**src/rtl/stream_demux1_2.sv**
```systemverilog
// Splits an alternating lane-0/lane-1 word stream into registered pairs with valid/ready on both sides.
// Optional lane-alignment checking on in_first is enabled by defining SYNC_CHECK_EN.
module stream_demux1_2 #(
  parameter int WIDTH     = 16,
  parameter int CNT_WIDTH = 16
) (
  input  logic                 clk,
  input  logic                 rst_n,
  input  logic                 in_valid,
  output logic                 in_ready,
  input  logic [WIDTH-1:0]     in_data,
  input  logic                 in_first,
  output logic                 out_valid,
  input  logic                 out_ready,
  output logic [WIDTH-1:0]     out_0,
  output logic [WIDTH-1:0]     out_1,
  output logic [CNT_WIDTH-1:0] pair_count,
  output logic                 sync_err
);

  typedef enum logic {
    LANE0 = 1'b0,
    LANE1 = 1'b1
  } phase_t;

  phase_t           phase;
  logic [WIDTH-1:0] hold;
  logic             accept;
  logic             drain;
  logic             lane0_load;
  logic             lane1_pair;
  logic             sync_bad;

  // Hold is separate from the output register, so lane 0 is never blocked by a stalled pair.
  always_comb begin
    drain = out_valid && out_ready;
`ifdef SYNC_CHECK_EN
    in_ready   = (phase == LANE0) || !out_valid || out_ready || in_first;
    accept     = in_valid && in_ready;
    lane0_load = accept && in_first;
    lane1_pair = accept && (phase == LANE1) && !in_first;
    sync_bad   = accept && ((phase == LANE0) ? !in_first : in_first);
`else
    in_ready   = (phase == LANE0) || !out_valid || out_ready;
    accept     = in_valid && in_ready;
    lane0_load = accept && (phase == LANE0);
    lane1_pair = accept && (phase == LANE1);
    sync_bad   = 1'b0;
`endif
  end

  always_ff @(posedge clk or negedge rst_n) begin
    if (!rst_n) begin
      phase      <= LANE0;
      hold       <= '0;
      out_valid  <= 1'b0;
      out_0      <= '0;
      out_1      <= '0;
      pair_count <= '0;
    end else begin
      if (lane0_load) begin
        hold  <= in_data;
        phase <= LANE1;
      end else if (lane1_pair) begin
        phase <= LANE0;
      end

      // A same-edge drain and new pair keeps out_valid high with no bubble.
      if (lane1_pair) begin
        out_0     <= hold;
        out_1     <= in_data;
        out_valid <= 1'b1;
      end else if (drain) begin
        out_valid <= 1'b0;
      end

      if (drain) begin
        pair_count <= pair_count + CNT_WIDTH'(1);
      end
    end
  end

`ifdef SYNC_CHECK_EN
  always_ff @(posedge clk or negedge rst_n) begin
    if (!rst_n) begin
      sync_err <= 1'b0;
    end else if (sync_bad) begin
      sync_err <= 1'b1;
    end
  end
`else
  logic unused_sideband;
  assign unused_sideband = in_first ^ sync_bad;
  assign sync_err        = 1'b0;
`endif

endmodule
```
**config.mk**
```make
export PLATFORM = sky130hd
export DESIGN_NAME = stream_demux1_2
export DESIGN_NICKNAME = d
export VERILOG_FILES = /design/src/rtl/stream_demux1_2.sv
export SDC_FILE = /design/constraint.sdc
export NUM_CORES = 1
export LEC_CHECK = 0
export CAP_MARGIN = 20
export CORE_UTILIZATION = 52
export DETAILED_ROUTE_END_ITERATION = 10
export PLACE_DENSITY = 0.93
export SYNTH_ARGS = -nofsm -noshare
export SYNTH_HDL_FRONTEND = slang
export SYNTH_SLANG_ARGS = --single-unit
```
**constraint.sdc**
```tcl
create_clock -name clk -period 4.3 [get_ports clk]
set_clock_uncertainty 0.15 [all_clocks]
set_input_delay 0.43 -clock clk [delete_from_list [all_inputs] [get_ports clk]]
set_output_delay 0.43 -clock clk [all_outputs]
set_load 0.02 [all_outputs]
```
# Word-level counts from Yosys, hierarchy flattened
# Cells that the tools add are included.
dict set report classes {
  n_addsub 1
  multipliers 0
  div_mod_pow 0
  n_lt_le_gt_ge 0
  eq_ne 0
  n_shift 0
  n_mux 4
  bitwise_logic 1
  reduce_logical 9
}
# operator n
set op_table {}
lappend op_table {{adder 16 x 1 -> 16 bit (second input constant)} 1}
lappend op_table {{logical AND 1 bit} 4}
lappend op_table {{2-to-1 mux 1 bit} 4}
lappend op_table {{nonzero test 2 bit} 2}
lappend op_table {{logical OR 1 bit} 2}
lappend op_table {{zero test 1 bit} 1}
lappend op_table {{NOT 1 bit} 1}
dict set report word_totals {
  regBits 66
  latch_bits 0
  ramBits 0
  romBits 0
  input_bits 21
  output_inout_bits 51
  elab_cells 21
  n_memories 0
}

# Depth between registers and ports, before layout
# Gate-level depths: netlist of the first run.
dict set report depth {
  ltp_word 7
  ltp_mapped 5
  ltp_nobuf 5
}

# Least setup slack after synthesis of the first run
# No wires, ideal clock.
dict set report synth_timing {
  kind {reg2reg}
  start {register pair_count[0]}
  end {register pair_count[10]}
  setup_ns 0.131
  arrival_time_ns 1.340
  path_slack_ns 2.679
  stages_incl_launch_ff 6
  path_buffers 0
  period_less_slack_ns 1.621
  cell_sequence {dfrtp_1 ha_1 nand3_1 nor3_1 nand3_1 xnor2_1}
}
dict set report synth_between {
  elab_chain_len 1
}
# element line_no
set synth_rtl {}
lappend synth_rtl {{from (decl)} 17} ;# output logic [CNT_WIDTH-1:0] pair_count,
lappend synth_rtl {{from (signal assigned)} 78} ;# pair_count <= pair_count + CNT_WIDTH'(1);
lappend synth_rtl {{adder 16 x 1 -> 16 bit} 78}
# Every way passes these cells.
# A chain may end at the register's enable or synchronous reset.

# Final worst setup path of the first run
dict set report layout_timing {
  start {input out_ready}
  end {register out_0[0]}
}
dict set report layout_between {
  elab_chain_len 3
}
# element line_no
set layout_rtl {}
lappend layout_rtl {{from (decl)} 14} ;# input logic out_ready,
lappend layout_rtl {{logical OR 1 bit} 44} ;# in_ready = (phase == LANE0) || !out_valid || out_ready;
lappend layout_rtl {{logical AND 1 bit} 45} ;# accept = in_valid && in_ready;
lappend layout_rtl {{logical AND 1 bit} 47} ;# lane1_pair = accept && (phase == LANE1);
lappend layout_rtl {{to (signal assigned)} 70} ;# out_0 <= hold;
lappend layout_rtl {{to (decl)} 15} ;# output logic [WIDTH-1:0] out_0,
# Every way passes these cells.

==> summary.md, run 1 <==
| Metric | Value |
|---|---|
| # Post-CTS Setup Buffers | `0` |
| Layout area overhead | `33.2%` |
| Num ports | `72` |
| Remaining antenna violation count after routing | `0` |
| Worst Reg2Reg Path Length in Cells | `4` |
| Synth area leaders | `dfrtp_1 61%, mux2_4 16%, mux2_2 8.3%` |
| Endpoints failing setup | `0` |
| Vias per cell | `4.97` |
| Synth Flop Type | `dfrtp_1` |
| WL/cell | `15.6 um` |
| Max Cap Viol | `0` |
| Die Ht | `74.3 um` |
| Vias in the first global route | `1625` |
| Initial DRC count | `41` |
| EDFF count, synth | `0` |
| Tot GR Track Use | `19.7%` |
| RePlAce Congestion | `0.801` |
| Worst path arrival time | `2.48 ns` |
| Antenna violations before repair | `0` |
| Max-slew violation count | `0` |
| Peak supply drop | `0.000349 V` |
| RSZ-0062 raised after global routing | `false` |
| Relative slew margins | `42.5%` |
| Diode count | `0` |
| Worst EP required | `4.36 ns` |
| Sequential share of the synthesized area | `60.8%` |
| Hold path endpoint | `pair_count[15]$_DFFE_PN0P_` |
| Yosys top cell area share | `60.8%` |
| TritonCTS clock tree | `yes` |
| DP HPWL | `3510 um` |
| Crit-path max FO | `18` |
| Worst hold path class | `reg2reg` |
| Clock tree sinks | `66` |
| NumNets Final | `271` |
| Hold Path Stages | `1` |
| Vias | `1596` |
| Avg Inst Size Synth | `15.7 sq um` |
| Most frequent cell after synthesis | `dfrtp_1` |
| First-pass GRT wire length | `7890 um` |
| Post-synth top cells | `66 x dfrtp_1, 29 x mux2_4, 20 x mux2_2, 11 x xnor2_1, 9 x nand2_1` |
| YS warnings | `0` |
| IO Port Bufs | `69` |
| Synth unique cells | `20` |
| Pwr Density | `649 mW/mm^2` |
| Worst Min Path Start | `pair_count[15]$_DFFE_PN0P_` |
| Initial Utilization | `55.7%` |
| Clock slew at reported path FFs | `0.07 ns` |
| FMAX | `0.414 GHz` |
| R2R Setup Slk | `2.10 ns` |
| Clk_lat worst skew | `0.32 ns` |
| Final period utilization | `56.2%` |
| Worst hold margin | `0.348 ns` |
| Synth Instances | `173` |
| Design Power | `2350 uW` |
| Largest net degree at the start of global routing | `38` |
| Worst setup slack after layout | `1.88 ns` |
| Status | `complete, no violations` |
| H-Tree Depth | `3` |
| Die ar. | `0.00552 sq mm` |
| Dpl cells | `304` |
| Routed WL | `5010 um` |
| Crit Path Category | `in2reg` |
| DRT Pass-1 Iters | `4` |
| Mapped cell area | `0.00272 sq mm` |
| Longest Clk Path Bufs | `2` |
| DR DRC count | `0` |
| Clock Tree Root | `clkbuf_8` |
| Period minus WS final | `2.42 ns` |
| Fraction of layout cells with a size suffix above 1 | `26.0%` |
| Core Area | `0.00488 sq mm` |
| Critical path endpoint category | `flop` |
| Area leader, netlist | `dfrtp_1` |
| Mapped Nets | `195` |
| Critical path startpoint category | `primary input` |
| Leak Pwr | `0.00159 uW` |
| Async SR Flop Fraction | `100%` |
| Measured slew at the worst slew-check pin | `0.863 ns` |
| Yosys reg bits | `66` |
| Reg-to-Reg Start | `out_valid$_DFFE_PN0P_` |
| Layout fillers | `326` |
| Setup_tns | `0 ns` |
| Post-place setup slack | `1.52 ns` |
| Gr ovfl total | `0` |
| Final cell count without fillers | `321` |
| Total CTS buffers | `9` |
| Die width | `74.3 um` |
| Final Hold Viols | `0` |
| Row cnt | `25` |
| Reg-to-Reg End | `out_0[0]$_DFFE_PN0P_` |
## how the worst max path moves through the flow
stage                              startpoint                         end  slack [ns]  cells past startpoint
global placement                    out_ready       out_1[14]$_DFFE_PN0P_        1.56                      5
global route                        out_ready        out_0[0]$_DFFE_PN0P_        1.80                      5
finish                              out_ready        out_0[0]$_DFFE_PN0P_        1.88                      5
CTS                                 out_ready        out_0[0]$_DFFE_PN0P_        1.88                      5
floorplan           pair_count[0]$_DFFE_PN0P_  pair_count[10]$_DFFE_PN0P_        2.68                      5
detailed placement                  out_ready        out_0[0]$_DFFE_PN0P_        1.52                      5
## flip-flops by register name, summed over array words and instances (netlist names)
signal and count:
out_0 16, hold 16, out_valid 1, out_1 16, pair_count 16, phase 1
## report_power, final
| group | internal (uW) | total, uW | switching, uW |
|---|---|---|---|
| combinational | 506 | 872 | 366 |
| clock | 300 | 515 | 216 |
| sequential | 825 | 961 | 136 |
## placed cells by master (no fill, tap or decap), drive strengths merged, types with 2 or more instances in the layout
| master | netlist | layout |
|---|---|---|
| nor3 | 2 | 2 |
| nand2b | 2 | 2 |
| nand2 | 9 | 9 |
| buf | 7 | 3 |
| nand4 | 3 | 3 |
| clkdlybuf4s50 | 0 | 68 |
| clkbuf | 0 | 14 |
| nand3 | 7 | 7 |
| dfrtp | 66 | 66 |
| mux2 | 49 | 49 |
| nor2 | 8 | 8 |
| xor2 | 4 | 4 |
| xnor2 | 11 | 11 |
## timing repair
| item | 4_1_cts | 5_1_grt |
|---|---|---|
| gates resized for setup | 0 | 0 |
| hold buffers | 1 | 0 |
| endpoints found under the hold margin | 23 | 0 |
## per-layer routing
| metal | vias up | global-route usage [%] | routed length [um] |
|---|---|---|---|
| li1 | 736 | - | - |
| met1 | 810 | 24.4 | 2190 |
| met2 | 42 | 33.1 | 2550 |
| met3 | 8 | 4.34 | 203 |
| met4 | 0 | 9.43 | 74 |
| met5 | - | 0 | 0 |
## layout make-up
cell class                 instances  area [sq um]  area share [%]
inverter                           1          3.75           0.104
clock buffer                      14           163            4.50
tap                               67          83.8            2.32
sequential                        66          1650            45.7
timing repair buffer              72           711            19.6
clock inverter                     2          35.0           0.969
multi-input combinational         99           970            26.8
## logic make-up (layout without fill, tap and decap cells)
family	Yosys count	count (layout)	synth area share (%)
and+or+nand+nor	33	33	5.94
buffers and inverters	8	89	3.50
xor gates and xnor gates	15	15	4.84
other	1	1	0.138
muxes	49	49	24.3
DFF	66	66	60.8
adders and majority gates	1	1	0.461
## per-stage QoR
step	instance area, sq um	util, %
2_1_floorplan	2720	-
3_3_place_gp	3410	69.9
3_5_place_dp	3410	69.9
4_1_cts	3620	74.1
5_1_grt	3620	74.1
6_report	3620	74.1
## worst max-delay path: stages
cell and delay (ns):
clkdlybuf4s50_1 0.52, nand2b_1 0.15, nor2b_4 0.56, buf_4 0.43, mux2_2 0.37
Note: power is estimated with default switching activity, not from simulation.
==> inputs of run 2 (changes only) <==
--- a/config.mk
+++ b/config.mk
@@ -6,9 +6,9 @@
 export NUM_CORES = 1
 export LEC_CHECK = 0
 export CAP_MARGIN = 20
-export CORE_UTILIZATION = 52
+export CORE_UTILIZATION = 43
 export DETAILED_ROUTE_END_ITERATION = 10
-export PLACE_DENSITY = 0.93
+export PLACE_DENSITY = 0.83
 export SYNTH_ARGS = -nofsm -noshare
 export SYNTH_HDL_FRONTEND = slang
 export SYNTH_SLANG_ARGS = --single-unit
==> constraint.sdc (replaced) <==
create_clock -name clk -period 2.2 [get_ports clk]
set_clock_uncertainty 0.15 [all_clocks]
set_input_delay 0.22 -clock clk [delete_from_list [all_inputs] [get_ports clk]]
set_output_delay 0.22 -clock clk [all_outputs]
set_load 0.02 [all_outputs]
==> run 2 against run 1 <==
Setup slack got worse by 1.6 ns; power rose by 96%; clock-buffer cell count fell by 1; final cell count rose by 3.4%; sequential cell count did not move; sequential share of layout area fell by 0.88 points; worst hold slack got worse by 0.055 ns; wire length fell by 2.8%; die area rose by 20%; non-clock buffer count rose by 4; global-route usage fell by 3.4 points; critical endpoint is now in_ready; highest routed layer unchanged.
==> summary.md, run 2 (synthesis gave the netlist of run 1 again) <==
| Metric | Value |
|---|---|
| FMAX | `0.533 GHz` |
| Fraction of layout cells with a size suffix above 1 | `27.6%` |
| Row cnt | `28` |
| Routed WL | `4880 um` |
| Most used routing layer | `met2` |
| Total CTS buffers | `9` |
| Hold-fix buffers, CTS | `1` |
| DP HPWL | `3460 um` |
| Vias per cell | `4.76` |
| RePlAce Congestion | `0.729` |
| Clock slew at reported path FFs | `0.07 ns` |
| Reg-to-Reg End | `pair_count[10]$_DFFE_PN0P_` |
| RSZ-0062 raised after global routing | `false` |
| NumNets Final | `275` |
| Final period utilization | `85.2%` |
| # Post-CTS Setup Buffers | `0` |
| Met3 usage | `4.56%` |
| DR DRC count | `0` |
| Most frequent cells in the layout | `68 x clkdlybuf4s50_1, 66 x dfrtp_1, 29 x mux2_4` |
| Initial Utilization | `45.3%` |
| Max Cap Viol | `0` |
| Measured slew at the worst slew-check pin | `0.614 ns` |
| Antenna violations before repair | `0` |
| Leak Pwr | `0.00162 uW` |
| Die width | `81.5 um` |
| Vias in the first global route | `1626` |
| Slowest cell on crit path | `clkdlybuf4s50_1` |
| R2R Setup Slk | `0.48 ns` |
| Worst Reg2Reg Path Length in Cells | `5` |
| Crit path top cell by count | `clkdlybuf4s50_1` |
| Gr ovfl total | `0` |
| Endpoints failing setup | `0` |
| Remaining antenna violation count after routing | `0` |
| Sequential share of power | `40.7%` |
| Pwr Density | `1250 mW/mm^2` |
| Status | `complete, no violations` |
| Worst-path cell chain | `clkdlybuf4s50_1, nand3b_1, clkdlybuf4s50_1` |
| Num ports | `72` |
| H-Tree Depth | `3` |
| Final instance area | `0.00369 sq mm` |
| Post-DP Area | `0.00347 sq mm` |
| WL/cell | `14.7 um` |
| Worst EP required | `1.83 ns` |
| Final core occ | `61.6%` |
| Layout fillers | `457` |
| Worst setup slack after layout | `0.325 ns` |
| Tot GR Track Use | `16.4%` |
| Clock power share | `22.1%` |
| Critical path endpoint category | `output port` |
| CTS resizes | `0` |
| Initial DRC count | `22` |
| Reg-to-Reg Start | `pair_count[0]$_DFFE_PN0P_` |
| Switching part of the total | `30.0%` |
| Worst hold path class | `in2async` |
| Clock tree sinks | `66` |
| Setup_tns | `0 ns` |
| Crit Path Category | `in2out` |
| Int Pwr | `3230 uW` |
| Clk_lat worst skew | `0.32 ns` |
| Vias | `1581` |
| Die Ht | `81.5 um` |
| Period minus WS final | `1.87 ns` |
| Worst path arrival time | `1.50 ns` |
| Gate power share | `37.2%` |
| IO Port Bufs | `69` |
| Longest Clk Path Bufs | `2` |
| Diode count | `0` |
| Core Area | `0.00599 sq mm` |
| Clock Tree Root | `clkbuf_8` |
| Relative slew margins | `59.1%` |
| Peak supply drop | `0.000684 V` |
| Post-place setup slack | `0.240 ns` |
| Final Hold Viols | `0` |
| First-pass GRT wire length | `7960 um` |
| Commonest non-fill, non-tap cell in the layout | `clkdlybuf4s50_1` |
| Crit-path max FO | `5` |
| Critical path startpoint category | `primary input` |
| Layout area overhead | `35.8%` |
| Grt met1 use | `21.2%` |
| Largest net degree at the start of global routing | `31` |
| TritonCTS clock tree | `yes` |
| DRT Pass-1 Iters | `4` |
| Die ar. | `0.00664 sq mm` |
| Sw Pwr | `1380 uW` |
| GR Util met2 | `25.3%` |
| Max-slew violation count | `0` |
| CP max stage delay | `0.62 ns` |
[run 2: cell type report]
type,count,area [sq um],share of cell area [%]
repair buffers,76,766,20.8
multi-input cells,99,970,26.3
inverters,1,3.75,0.102
well taps,75,93.8,2.54
clock inverters,2,35.0,0.950
flip-flops and latches,66,1650,44.8
clock buffers,13,169,4.58
[run 2: how the worst max path moves through the flow]
stage	to	start	depth (start not counted)	slack, ns
2_1_floorplan	pair_count[10]$_DFFE_PN0P_	pair_count[0]$_DFFE_PN0P_	5	0.58
3_3_place_gp	out_1[13]$_DFFE_PN0P_	out_ready	5	0.25
3_5_place_dp	out_1[14]$_DFFE_PN0P_	out_ready	5	0.24
4_1_cts	in_ready	out_valid$_DFFE_PN0P_	2	0.31
5_1_grt	in_ready	out_valid$_DFFE_PN0P_	2	0.26
6_report	in_ready	out_ready	3	0.33
[run 2: per-layer routing]
metal | routed length [um] | vias to the layer above
met1 | 2230 | 781
li1 | - | 745
met3 | 241 | 8
met5 | 0 | -
met4 | 87 | 0
met2 | 2310 | 47
[run 2: power by group through the flow]
stage                     Combinational (uW)  Clock [uW]  Sequential (uW)
after global placement                  1690           0             1880
after detailed placement                1740           0             1900
after CTS                               1740        1050             1890
final                                   1720        1020             1880
after floorplan                          639           0             2210
after global routing                    1830        1110             1930
[run 2: metrics by stage]
step,hold slack (ns),instances,total power [uW]
3_5_place_dp,0.123,316,3640
6_report,0.293,332,4610
3_3_place_gp,0.116,316,3570
2_1_floorplan,-0.226,173,2850
4_1_cts,0.307,332,4680
5_1_grt,0.339,332,4870
[run 2: worst max-delay path, delay by kind of cell]
kind                   cells  cell delay (ns)
buffers and inverters      2             1.15
AND/OR/NAND/NOR            1             0.13
